===== config.mk =====
export PLATFORM = sky130hd
export DESIGN_NAME = ahb_pll_reg_bridge
export DESIGN_NICKNAME = d
export VERILOG_FILES = /design/src/rtl/ahb_pll_reg_bridge.sv
export SDC_FILE = /design/constraint.sdc
export NUM_CORES = 1
export LEC_CHECK = 0
export CORE_MARGIN = 4
export CORE_UTILIZATION = 38
export CTS_CLUSTER_SIZE = 40
export DETAILED_ROUTE_END_ITERATION = 6
export PLACE_DENSITY = 0.8
export SYNTH_ARGS = -nofsm -noshare
export SYNTH_HDL_FRONTEND = slang
export SYNTH_SLANG_ARGS = --single-unit

===== constraint.sdc =====
create_clock -name i_clk_ahb -period 1.6 [get_ports i_clk_ahb]
set_input_delay 0.48 -clock i_clk_ahb [delete_from_list [all_inputs] [get_ports i_clk_ahb]]
set_output_delay 0.48 -clock i_clk_ahb [all_outputs]
set_load 0.05 [all_outputs]

===== src/rtl/ahb_pll_reg_bridge.sv =====
// AHB-Lite slave bridging single-word transfers onto the PLL register-bus
// valid/ready handshake. Single clock (i_clk_ahb), synchronous active-high reset.
// Optional build macro AHB_BRIDGE_TIMEOUT_EN: abandons a register request that
// has not completed within TIMEOUT_CYC cycles and answers the master with ERROR.
module ahb_pll_reg_bridge #(
    parameter int unsigned ADDR_W      = 32,
    parameter int unsigned DATA_W      = 32,
    parameter int unsigned TIMEOUT_CYC = 64
) (
    input  logic              i_clk_ahb,
    input  logic              reset,
    // AHB-Lite slave side
    input  logic              HSEL,
    input  logic [ADDR_W-1:0] HADDR,
    input  logic [1:0]        HTRANS,
    input  logic              HWRITE,
    input  logic [2:0]        HSIZE,
    input  logic [DATA_W-1:0] HWDATA,
    input  logic              HREADY,
    output logic              HREADYOUT,
    output logic [DATA_W-1:0] HRDATA,
    output logic              HRESP,
    // Register side
    output logic [ADDR_W-1:0] o_address,
    output logic              o_rd0_wr1,
    output logic [DATA_W-1:0] o_wr_data,
    output logic              o_valid,
    input  logic              i_ready,
    input  logic [DATA_W-1:0] i_rd_data,
    input  logic              i_rd_valid
);

    typedef enum logic [2:0] {
        S_IDLE,
        S_WDATA,
        S_REQ,
        S_RWAIT,
        S_RESP,
        S_ERR1,
        S_ERR2
    } state_t;

    state_t state;
    state_t state_nxt;

    logic accept;
    logic legal;
    logic rd_capture;
    logic timeout;
    logic unused_ok;

    // A new address phase is only looked at when the data phase of the
    // previous transfer is finishing (IDLE) or completing OKAY (RESP).
    assign accept = ((state == S_IDLE) || (state == S_RESP)) && HSEL && HREADY && HTRANS[1];
    assign legal  = (HSIZE == 3'b010) && (HADDR[1:0] == 2'b00);

    // Read data is taken either together with the request handshake or later in RWAIT.
    assign rd_capture = !o_rd0_wr1 && i_rd_valid &&
                        (((state == S_REQ) && i_ready) || (state == S_RWAIT));

    // HTRANS[0] only distinguishes NONSEQ/SEQ and BUSY/IDLE, which are treated alike.
    assign unused_ok = ^{HTRANS[0], (TIMEOUT_CYC == 0)};

`ifdef AHB_BRIDGE_TIMEOUT_EN
    localparam int unsigned CNT_W = ($clog2(TIMEOUT_CYC + 1) > 8) ? $clog2(TIMEOUT_CYC + 1) : 8;

    logic [CNT_W-1:0] to_cnt;

    // Cycle counter for an outstanding request; held at zero outside REQ/RWAIT
    // so it is always clear on entry to REQ.
    always_ff @(posedge i_clk_ahb) begin
        if (reset || ((state != S_REQ) && (state != S_RWAIT))) begin
            to_cnt <= '0;
        end else begin
            to_cnt <= to_cnt + CNT_W'(1);
        end
    end

    assign timeout = ((state == S_REQ) || (state == S_RWAIT)) &&
                     (to_cnt == CNT_W'(TIMEOUT_CYC - 1));
`else
    assign timeout = 1'b0;
`endif

    // State register.
    always_ff @(posedge i_clk_ahb) begin
        if (reset) begin
            state <= S_IDLE;
        end else begin
            state <= state_nxt;
        end
    end

    // Next-state decode and handshake outputs.
    always_comb begin
        state_nxt = state;
        HREADYOUT = 1'b1;
        HRESP     = 1'b0;
        o_valid   = 1'b0;
        case (state)
            S_IDLE, S_RESP: begin
                if (accept) begin
                    if (!legal) begin
                        state_nxt = S_ERR1;
                    end else if (HWRITE) begin
                        state_nxt = S_WDATA;
                    end else begin
                        state_nxt = S_REQ;
                    end
                end else begin
                    state_nxt = S_IDLE;
                end
            end
            S_WDATA: begin
                HREADYOUT = 1'b0;
                state_nxt = S_REQ;
            end
            S_REQ: begin
                HREADYOUT = 1'b0;
                o_valid   = 1'b1;
                // A handshake completing in the same cycle as the timeout wins.
                if (i_ready) begin
                    if (o_rd0_wr1 || i_rd_valid) begin
                        state_nxt = S_RESP;
                    end else begin
                        state_nxt = S_RWAIT;
                    end
                end else if (timeout) begin
                    state_nxt = S_ERR1;
                end
            end
            S_RWAIT: begin
                HREADYOUT = 1'b0;
                if (i_rd_valid) begin
                    state_nxt = S_RESP;
                end else if (timeout) begin
                    state_nxt = S_ERR1;
                end
            end
            S_ERR1: begin
                HREADYOUT = 1'b0;
                HRESP     = 1'b1;
                state_nxt = S_ERR2;
            end
            S_ERR2: begin
                HRESP     = 1'b1;
                state_nxt = S_IDLE;
            end
            default: begin
                state_nxt = S_IDLE;
            end
        endcase
    end

    // Address/direction capture at accept, write data in the first data-phase
    // cycle, read data on completion of a read.
    always_ff @(posedge i_clk_ahb) begin
        if (reset) begin
            o_address <= '0;
            o_rd0_wr1 <= 1'b0;
            o_wr_data <= '0;
            HRDATA    <= '0;
        end else begin
            if (accept) begin
                o_address <= HADDR;
                o_rd0_wr1 <= HWRITE;
            end
            if (state == S_WDATA) begin
                o_wr_data <= HWDATA;
            end
            if (rd_capture) begin
                HRDATA <= i_rd_data;
            end
        end
    end

endmodule

[After elaboration in Yosys (flattened, before gate mapping)]
Cells that the tools add are included.
Operators by class
  eq/ne operators: 9
  muxes and demuxes: 10
  reduce and logical (&&, ||, !) cells: 17
Operators with widths (number)
  $mux W3: 5
  $pmux W3 S5: 1
  $eq A3 B2 Y1 const B: 3
  $eq A3 B3 Y1 const B: 3
  $logic_and A1 B1 Y1: 7
  $ne A2 B2 Y1 const B: 2
  $reduce_or A2 Y1: 2
  $reduce_or A4 Y1: 1
  $eq A3 B1 Y1 const B: 1
  $logic_not A3 Y1: 1
  $logic_or A1 B1 Y1: 3
  $mux W1: 3
  $logic_not A2 Y1: 1
  $mux W2: 1
  $reduce_and A2 Y1: 1
  $logic_not A1 Y1: 1
Storage, ports and cells
  register bits: 100
  input port bits: 108
  output and inout port bits: 100
  logic and storage cells: 41

[Longest topological paths before layout]
  depth in word-level cells: 7
  mapped depth: 7
  mapped depth without buffers: 4

[Worst setup path after synthesis]
No wires, ideal clock.
  path type: flip-flop to output port
  start point: register state[0]
  end point: output HREADYOUT
  arrival time: 1.222 ns
  data required time: 1.120 ns
  slack: -0.102 ns
  stages on the path, launching flop included: 4
  buffers on the path: 1
  path through: dfxtp_1 buf_4 nor2b_4 nor2_1
On the way
  word-level cells in the longest chain between the ends: 3
  elaborated cells between the ends (all ways): 6
  classes of those cells: eq/ne (4); mux (1); reduce/logical (1)
RTL lines
  start, declared: RTL line 43  | state_t state;
  start signal, assigned: RTL line 90  | state <= state_nxt;
  $eq A3 B2 Y1, or another cell as far along: RTL line 100  | case (state)
  $reduce_or A4 Y1 (no line) (*)
  $mux W1 (*): RTL line 100
  end, declared: RTL line 20  | output logic HREADYOUT,
Every way passes the cells marked *; elsewhere a longest branch is shown, timed or not.

[Final worst setup path]
  start point: register state[0]
  end point: output HRESP
On the way
  word-level cells in the longest chain between the ends: 3
  elaborated cells between the ends (all ways): 4
  classes of those cells: eq/ne (2); mux (1); reduce/logical (1)
RTL lines
  $eq A3 B3 Y1: RTL line 100
  $reduce_or A2 Y1 (no line) (*)
  $mux W1 (*): RTL line 100
  end, declared: RTL line 22  | output logic HRESP,
Marked as above.

==> results.yml <==
clock_network:
  cts_max_level: 3
  hold_buffers: 0
  numCtsBuffers: 9
  cts-root-buf: "clkbuf_8"
  clk_path_buf_depth: 2
  clock_latency_ps: 350
  clock-sinks: 100
  clkTransAtPathRegs_ps: 90
  cts_tree: "built"
timing:
  relSlewSlack_pct: 78.9
  layout_min_cycle_time_ps: 1730
  tns_ps: -332
  worst_pin_slew_ps: 316
  fin_skew_ps: 7.06
  timing.hold.ws_ps: 466
  fmax_ghz: 0.578
  setup_ws_ps: -131
  setup_viol: 3
  finalCritPeriodShare_pct: 108
  rsz0062_at_grt: "yes"
  final_hold_viol_count: 0
  finalMaxSlewViolations: 0
die:
  die_h_um: 105
  core_sq_um: 9240
  ioPinCount: 208
  die_x_um: 105
  initial_utilization_pct: 39.0
  die_area_sq_um: 11100
  row_count: 35
logic_synthesis:
  synth_edf_count: 0
  seq_area_frac_synth_pct: 55.6
  yosysMostFrequentCell: "nand2_1"
  ys_seq_elements: 100
  avgSynthCellArea_sq_um: 7.89
  synthFlopType: "dfxtp_1"
  yosysTopAreaCellShare_pct: 55.6
  postSynthCellCount: 456
  synthTopCellsByArea: "dfxtp_1 (56%), nand2_1 (20%), a21oi_1 (14%)"
  yosysTopAreaCell: "dfxtp_1"
  synthArstFlopShare_pct: 0
  yosysWarnings: 0
  syn_nets: 564
  yosys-top-cells-count: "nand2_1 (196), dfxtp_1 (100), a21oi_1 (98)"
  syn-cell-area_sq_um: 3600
  synth_cell_types: 25
global_routing:
  grt_use_met1_pct: 22.7
  grt_pass1_vias: 3842
  use_met3_pct: 8.39
  grt_util_all_layers_pct: 21.2
  grt_pass1_wl_um: 19000
  grt_max_degree: 66
  grt-ovfl-total: 0
  met2_usage_pct: 36.4
  busiest_layer: "met2"
  antenna_found_initial: 0
power_and_ir_drop:
  p_int_w: 0.00376
  power_frac_clock_pct: 28.4
  p_leak_nw: 2.56
  powerDensity_nw_per_um2: 724
  combPwrFrac_pct: 20.4
  total_power_w: 0.00514
  p_seq_share_pct: 51.2
  p_sw_w: 0.00138
  sw_frac_of_total_pct: 26.8
  worst_ir_drop_vdd_mv: 0.485
critical_path:
  cp.arrival_ps: 1250
  cpPeakStageDelay_ps: 340
  cp_top_family: "flip-flops"
  start_kind: "register"
  crit_type: "reg2out"
  crit_buf_inv: 2
  slowest_stage: "dfxtp_2"
  cp_max_fo: 7
  required_ps: 1120
  cp_cell_sequence: "buf_6 -> nor2b_1 -> o21a_1 -> buf_12"
  cp-end-kind: "output pin"
flow_run:
  max_cap_violations: 0
routing:
  drcViolationCount: 0
  detail_route.wl_per_cell_um: 14.7
  wirelength_um: 11700
  num_vias: 3782
  drtPass1Iterations: 4
  detail-route-antenna-nets: 0
  vias_per_cell: 4.78
  detail_route.iter0.violations: 154
finish:
  nFillCells: 608
  area_growth_syn_to_layout_pct: 97.0
  n_antenna_cell: 0
  finish.utilization_pct: 76.7
  multiInputGateArea_sq_um: 1460
  regArea_sq_um: 2010
  nets: 767
  post_route_cells_drive_above_1_share_pct: 21.6
run_status:
  failed_checks: "setup timing"
  status: "complete, but fails checks"
worst_hold_path:
  hold_path.class: "in2reg"
placement:
  portBuffers: 206
  dpl_worst_slack_ps: -547
  gp_congestion: 0.768
  dp_hpwl_um: 9100
-- logic make-up (layout without fill, tap and decap cells) --
group / count (synthesis) / in the layout / share of synthesized area, %
flops: 100 / 100 / 55.6
mux: 1 / 1 / 0.278
compound gates: 107 / 107 / 15.7
simple gates: 216 / 216 / 23.9
buf+inv: 32 / 238 / 4.55
-- registers in the layout, summed over array words and instances (netlist names) --
signal	cells
o_wr_data	32
state	3
o_rd0_wr1	1
HRDATA	32
o_address	32
-- power groups by stage --
stage	Sequential, W	Combinational [W]	Clock [W]
6_report	0.00263	0.00105	0.00146
5_1_grt	0.00264	0.00110	0.00163
4_1_cts	0.00263	0.00105	0.00153
3_5_place_dp	0.00269	0.00104	0
3_3_place_gp	0.00268	0.00102	0
2_1_floorplan	0.00287	0.000211	0
-- layout make-up --
cell class                 count  area share, %
clock buffer                  11           2.14
clock inverter                 3          0.335
multi-input combinational    324           20.6
sequential                   100           28.4
tap                          129           2.28
timing repair buffer         224           46.3
-- per-layer routing --
layer  wire length [um]  up-vias
met3               1090       30
met2               5930      151
met1               4250     1725
met4                393        0
met5                  0        -
li1                   -     1876
-- worst min-delay path, stage by stage --
cell     delay [ps]
buf_2           120
or4b_1          110
o21ai_0          70
-- worst paths after layout --
kind | start | end | slack [ps] | cells past startpoint
worst max-delay path | state[0]$_SDFFE_PP0P_ | HRESP | -130 | 4
worst min-delay path | reset | state[0]$_SDFFE_PP0P_ | 470 | 3
worst max register to register | state[0]$_SDFFE_PP0P_ | HRDATA[0]$_SDFFE_PP0P_ | 220 | 6
worst min register to register | HRDATA[1]$_SDFFE_PP0P_ | HRDATA[1]$_SDFFE_PP0P_ | 490 | 2
-- timing repair --
action / 4_1_cts / 5_1_grt
setup buffers: 1 / 2
pin swaps: 4 / 5
hold endpoints to repair: 0 / 0
resized for setup: 11 / 3
endpoints found under the setup margin: 6 / 5
-- per-stage QoR --
stage               cell area, sq um  std cells
global route                    7090        791
global placement                6850        774
floorplan                       3600        456
CTS                             7070        789
detailed placement              6850        774
finish                          7090        791
-- layout by cell type (no fill, tap or decap), drive strengths merged, types with 2 or more instances in the layout --
cell / n
nand2b: 3
nor2: 6
o21a: 2
clkinvlp: 2
clkbuf: 11
clkdlybuf4s50: 102
nand2: 196
nor2b: 4
a21oi: 98
o21ai: 3
dfxtp: 100
buf: 119
dlymetal6s2s: 2
(Power assumes the default switching activity.)
